<file path="config.mk">
export PLATFORM = sky130hd
export DESIGN_NAME = alu_op_decoder
export DESIGN_NICKNAME = d
export VERILOG_FILES = /design/src/rtl/alu_op_decoder.sv
export SDC_FILE = /design/constraint.sdc
export NUM_CORES = 1
export LEC_CHECK = 0
export CAP_MARGIN = 25
export CORE_MARGIN = 5
export CORE_UTILIZATION = 40
export CTS_CLUSTER_SIZE = 20
export DETAILED_ROUTE_END_ITERATION = 10
export HOLD_SLACK_MARGIN = 0.12
export PLACE_DENSITY_LB_ADDON = 0.3
export SYNTH_ARGS = -nofsm -noshare
export SYNTH_HDL_FRONTEND = slang
export SYNTH_SLANG_ARGS = --single-unit
</file>
<file path="constraint.sdc">
create_clock -name clk -period 10.9 [get_ports clk]
set_input_delay 1.635 -clock clk [delete_from_list [all_inputs] [get_ports clk]]
set_output_delay 1.635 -clock clk [all_outputs]
set_load 0.03 [all_outputs]
</file>
<file path="src/rtl/alu_op_decoder.sv">
// alu_op_decoder: decodes RV32I OP (and OP-IMM when ALU_DEC_IMM_EN is
// defined) into ALU operands and ALUType behind a 2-entry skid buffer.
// Ports: clk, rst (async, active-high); in_valid/in_ready + instr,
// rs1_data, rs2_data; out_valid/out_ready + src1, src2, ALUType, rd,
// illegal; illegal_cnt (saturating count of accepted illegal words).
module alu_op_decoder #(
  parameter int DATA_W = 32,
  parameter int OP_W   = 4,
  parameter int CNT_W  = 8
) (
  input  logic              clk,
  input  logic              rst,
  input  logic              in_valid,
  output logic              in_ready,
  input  logic [31:0]       instr,
  input  logic [DATA_W-1:0] rs1_data,
  input  logic [DATA_W-1:0] rs2_data,
  output logic              out_valid,
  input  logic              out_ready,
  output logic [DATA_W-1:0] src1,
  output logic [DATA_W-1:0] src2,
  output logic [OP_W-1:0]   ALUType,
  output logic [4:0]        rd,
  output logic              illegal,
  output logic [CNT_W-1:0]  illegal_cnt
);

  localparam logic [OP_W-1:0] ALU_ADD  = OP_W'(0);
  localparam logic [OP_W-1:0] ALU_SUB  = OP_W'(1);
  localparam logic [OP_W-1:0] ALU_SLL  = OP_W'(2);
  localparam logic [OP_W-1:0] ALU_SLT  = OP_W'(3);
  localparam logic [OP_W-1:0] ALU_XOR  = OP_W'(4);
  localparam logic [OP_W-1:0] ALU_SRL  = OP_W'(5);
  localparam logic [OP_W-1:0] ALU_OR   = OP_W'(6);
  localparam logic [OP_W-1:0] ALU_AND  = OP_W'(7);
  localparam logic [OP_W-1:0] ALU_NDEF = OP_W'(8);

  localparam logic [6:0] OPC_OP  = 7'b0110011;
  localparam logic [6:0] OPC_IMM = 7'b0010011;

  typedef struct packed {
    logic [DATA_W-1:0] src1;
    logic [DATA_W-1:0] src2;
    logic [OP_W-1:0]   op;
    logic [4:0]        rd;
    logic              ill;
  } pay_t;

  typedef enum logic [1:0] {
    EMPTY = 2'd0,
    HOLD  = 2'd1,
    FULL  = 2'd2
  } state_t;

  state_t state, state_n;
  pay_t   dec, out_q, skid_q;
  logic   push, pop;

  logic [6:0] opc;
  logic [2:0] f3;
  logic [6:0] f7;
  logic       is_op;
  logic       is_imm;
  logic       unused_bits;

  assign opc    = instr[6:0];
  assign f3     = instr[14:12];
  assign f7     = instr[31:25];
  assign is_op  = (opc == OPC_OP);
  assign is_imm = (opc == OPC_IMM);
  assign unused_bits = ^{instr[24:15], is_imm};

  always_comb begin
    dec      = '0;
    dec.src1 = rs1_data;
    dec.src2 = rs2_data;
    dec.rd   = instr[11:7];
    dec.op   = ALU_NDEF;
    dec.ill  = 1'b1;
    unique case (1'b1)
      (is_op && f7 == 7'h00): begin
        dec.ill = 1'b0;
        unique case (f3)
          3'b000: dec.op = ALU_ADD;
          3'b001: dec.op = ALU_SLL;
          3'b010: dec.op = ALU_SLT;
          3'b100: dec.op = ALU_XOR;
          3'b101: dec.op = ALU_SRL;
          3'b110: dec.op = ALU_OR;
          3'b111: dec.op = ALU_AND;
          3'b011: dec.ill = 1'b1;
        endcase
      end
      (is_op && f7 == 7'h20 && f3 == 3'b000): begin
        dec.op  = ALU_SUB;
        dec.ill = 1'b0;
      end
`ifdef ALU_DEC_IMM_EN
      is_imm: begin
        dec.src2 = {{(DATA_W-12){instr[31]}}, instr[31:20]};
        dec.ill  = 1'b0;
        unique case (f3)
          3'b000: dec.op = ALU_ADD;
          3'b010: dec.op = ALU_SLT;
          3'b100: dec.op = ALU_XOR;
          3'b110: dec.op = ALU_OR;
          3'b111: dec.op = ALU_AND;
          3'b001: begin
            if (f7 == 7'h00) dec.op = ALU_SLL;
            else dec.ill = 1'b1;
          end
          3'b101: begin
            if (f7 == 7'h00) dec.op = ALU_SRL;
            else dec.ill = 1'b1;
          end
          3'b011: dec.ill = 1'b1;
        endcase
      end
`endif
      default: ;
    endcase
    if (dec.ill) dec.op = ALU_NDEF;
  end

  assign push = in_valid && in_ready;
  assign pop  = out_valid && out_ready;

  always_comb begin
    state_n = state;
    unique case (state)
      EMPTY: if (push) state_n = HOLD;
      HOLD: begin
        if (push && !pop) state_n = FULL;
        else if (pop && !push) state_n = EMPTY;
      end
      FULL: if (pop) state_n = HOLD;
      default: state_n = EMPTY;
    endcase
  end

  always_ff @(posedge clk or posedge rst) begin
    if (rst) begin
      state       <= EMPTY;
      in_ready    <= 1'b1;
      out_valid   <= 1'b0;
      out_q       <= '0;
      skid_q      <= '0;
      illegal_cnt <= '0;
    end else begin
      state     <= state_n;
      // both handshakes come straight from the next state, so
      // in_ready never sees out_ready through logic
      in_ready  <= (state_n != FULL);
      out_valid <= (state_n != EMPTY);
      unique case (state)
        EMPTY: if (push) out_q <= dec;
        HOLD: begin
          if (push && pop) out_q <= dec;
          else if (push) skid_q <= dec;
        end
        FULL: if (pop) out_q <= skid_q;
        default: ;
      endcase
      if (push && dec.ill && illegal_cnt != '1)
        illegal_cnt <= illegal_cnt + 1'b1;
    end
  end

  assign src1    = out_q.src1;
  assign src2    = out_q.src2;
  assign ALUType = out_q.op;
  assign rd      = out_q.rd;
  assign illegal = out_q.ill;

endmodule

</file>
==> flow_metrics.env <==
export IMPL_status="finished, final reports clean"
export IMPL_synth_top_area_share_pct=57.8
export IMPL_dr_pass1_iters=4
export IMPL_grt_ovfl_total=0
export IMPL_core_rowCount=48
export IMPL_avgSynthCellArea_um2=10.8
export IMPL_worst_slack_ns=7.32
export IMPL_rr_startpoint="state[1]$_DFF_PP0_"
export IMPL_drt_wl_total_mm=15.7
export IMPL_synth_cell_type_count=40
export IMPL_cts_made_buffers=17
export IMPL_drt_initial_drc_count=227
export IMPL_max_freq_ghz=0.280
export IMPL_synth_ff_type="dfrtp_1"
export IMPL_n_antenna_cell=0
export IMPL_final_layout_size_suffix_gt1_share_pct=14.1
export IMPL_setup_viol=0
export IMPL_crit_type="input port to flop"
export IMPL_vias_per_cell=4.90
export IMPL_ys_async_sr_fraction_pct=100
export IMPL_remaining_drc_errors=0
export IMPL_startpoint="in_valid"
export IMPL_cts_root_buf="clkbuf_16"
export IMPL_io_pin_count=184
export IMPL_yosys_top_cells_area="dfrtp_1, nand2_1, mux2_2"
export IMPL_fin_skew_ns=0.0145
export IMPL_core_um2=17100
export IMPL_powerDensity_nw_per_um2=315
export IMPL_yosysMostFrequentCell="dfrtp_1"
export IMPL_cts_tree="built"
export IMPL_syn_num_nets=740
export IMPL_ys_seq_elements=160
export IMPL_peakVddDrop_v=0.000182
export IMPL_cts_clk_slew_worst_paths_ns=0.07
export IMPL_hold_buffers=0
export IMPL_seq_area_frac_synth_pct=58.1
export IMPL_min_period_over_period_pct=32.8
export IMPL_cp_max_fo=45
export IMPL_cp_arrival_ns=3.88
export IMPL_syn_area_um2=6890
export IMPL_num_vias=5073
export IMPL_die_h_um=141
export IMPL_hpwl_mm=9.86
export IMPL_power_total_mw=2.94
export IMPL_cts_buffer_depth=2
export IMPL_synth_edff_count=0
export IMPL_cp_data_required_time_ns=11.21
export IMPL_slew_headroom_pct=39.9
export IMPL_cp_end_kind="flop"
export IMPL_synthCells=639
export IMPL_cp_start_kind="input port"
export IMPL_grt_use_total_pct=15.9
export IMPL_final_antenna_net_count=0
export IMPL_ys_warn_count=0
export IMPL_hold_viol=0
export IMPL_cap_violations=0
export IMPL_slew_viol_final=0
export IMPL_die_x_um=141
export IMPL_critPathSlowestCell="buf_4"
export IMPL_hold_path_class="flop to flop"
export IMPL_cts_sinks=160
export IMPL_antenna_found_initial=0
export IMPL_netlist_top_cells_count="dfrtp_1, nand2_1, nor2_1"
export IMPL_post_cts_buffers=0
export IMPL_gp_congestion=0.763
export IMPL_detailedPlace_worstSlack_ns=6.88
export IMPL_timing_setup_tns_ns=0
export IMPL_fillers=1532
export IMPL_routedWlPerCell_um=15.1
export IMPL_port_buffers=173
export IMPL_post_route_min_period_ns=3.58
export IMPL_die_area_um2=19900
export IMPL_grt_setup_unrepaired="no"
export IMPL_insertion_delay_ns=0.42
export IMPL_synth_top_area_cell="dfrtp_1"
export IMPL_grt_pass1_wl_mm=25.7
export IMPL_cp_slowest_stage_delay_ns=0.66
export IMPL_seqCellArea_um2=4010
export IMPL_worstMarginPinSlew_ns=0.901
export IMPL_path_cells="clkdlybuf4s50_1 -> and3b_4 -> nand3_4 -> buf_4 -> mux2_2"
export IMPL_initial_core_util_pct=40.2
export IMPL_fin_nets=898
export IMPL_grt_pass1_vias=5018
export IMPL_syn_to_final_growth_pct=35.5
export IMPL_grt_max_degree=94
export IMPL_htree_levels=4
export IMPL_postCtsResizedCells=0
export IMPL_min_from="skid_q[7]$_DFFE_PP0P_"
export IMPL_p_leak_nw=3.97
export IMPL_multiInputGateArea_um2=2640
[report_power, final]
group	internal, mW	switching, mW
clock network	0.364	0.251
logic	0.576	0.703
registers	0.885	0.157
total	1.83	1.11
[metal layers]
metal	global-route usage, %	part of all wire [%]
met1	21.0	46
met2	25.4	47
met3	4.65	6.1
met4	5.15	1.5
met5	0	0
[worst max-delay path, delay by kind of cell]
family	cells	cell delay (ns)
buf+inv	2	1.12
simple gates	2	0.67
mux	1	0.41
[registers in the layout, summed over array words and instances, names as in the netlist, 2 cells and up]
signal / flops
src2: 32
src1: 32
rd: 5
skid_q: 74
state: 2
illegal_cnt: 8
ALUType: 4
[cell usage in the layout, fill, tap and decap left out, types with 6 or more instances in the layout]
cell type | Yosys | layout
clkdlybuf4s50_1 | 0 | 173
dfrtp_1 | 159 | 159
nand2_1 | 155 | 155
nor2_1 | 77 | 77
a31oi_1 | 72 | 72
mux2_2 | 48 | 48
mux2_4 | 20 | 20
clkbuf_16 | 0 | 17
a21oi_1 | 7 | 7
o21ai_0 | 6 | 6
xnor2_1 | 6 | 6
buf_4 | 1 | 6
[through the flow]
step	instances	util [%]	hold WS [ns]	area, µm²
3_5_place_dp	1003	51.0	0.473	8720
3_3_place_gp	1003	51.0	0.463	8720
2_1_floorplan	639	-	0.449	6890
6_report	1035	54.5	0.483	9330
4_1_cts	1035	54.5	0.488	9330
5_1_grt	1035	54.5	0.503	9330
[layout make-up]
| cell class | count | share of cell area (%) |
|---|---|---|
| Clock buffer | 18 | 4.60 |
| Clock inverter | 14 | 1.92 |
| Inverter | 5 | 0.255 |
| Multi-Input combinational cell | 434 | 28.3 |
| Sequential cell | 160 | 42.9 |
| Tap cell | 225 | 3.02 |
| Timing Repair Buffer | 179 | 19.0 |
[logic make-up (layout without fill, tap and decap cells)]
family                   Yosys count  in the layout  share of synthesized area, %
AND/OR/NAND/NOR                  260            260                          15.5
flip-flops                       160            160                          58.1
AO/OA/AOI/OAI                     95             95                          8.83
multiplexers                      72             72                          12.9
buffers and inverters             45            216                          3.74
XOR/XNOR                           6              6                         0.763
adder cells (fa/ha/maj)            1              1                         0.182
[worst paths after layout]
path | endpoint | slack (ns) | cells past startpoint
max reg2reg | skid_q[60]$_DFFE_PP0P_ | 8.48 | 4
min in group asynchronous | src1[15]$_DFFE_PP0P_ | 1.76 | 2
min | skid_q[7]$_DFFE_PP0P_ | 0.48 | 2
max | skid_q[60]$_DFFE_PP0P_ | 7.32 | 5
min reg2reg | skid_q[7]$_DFFE_PP0P_ | 0.48 | 2
max in group asynchronous | src1[1]$_DFFE_PP0P_ | 7.68 | 3
Note: power is estimated with default switching activity, not from simulation.
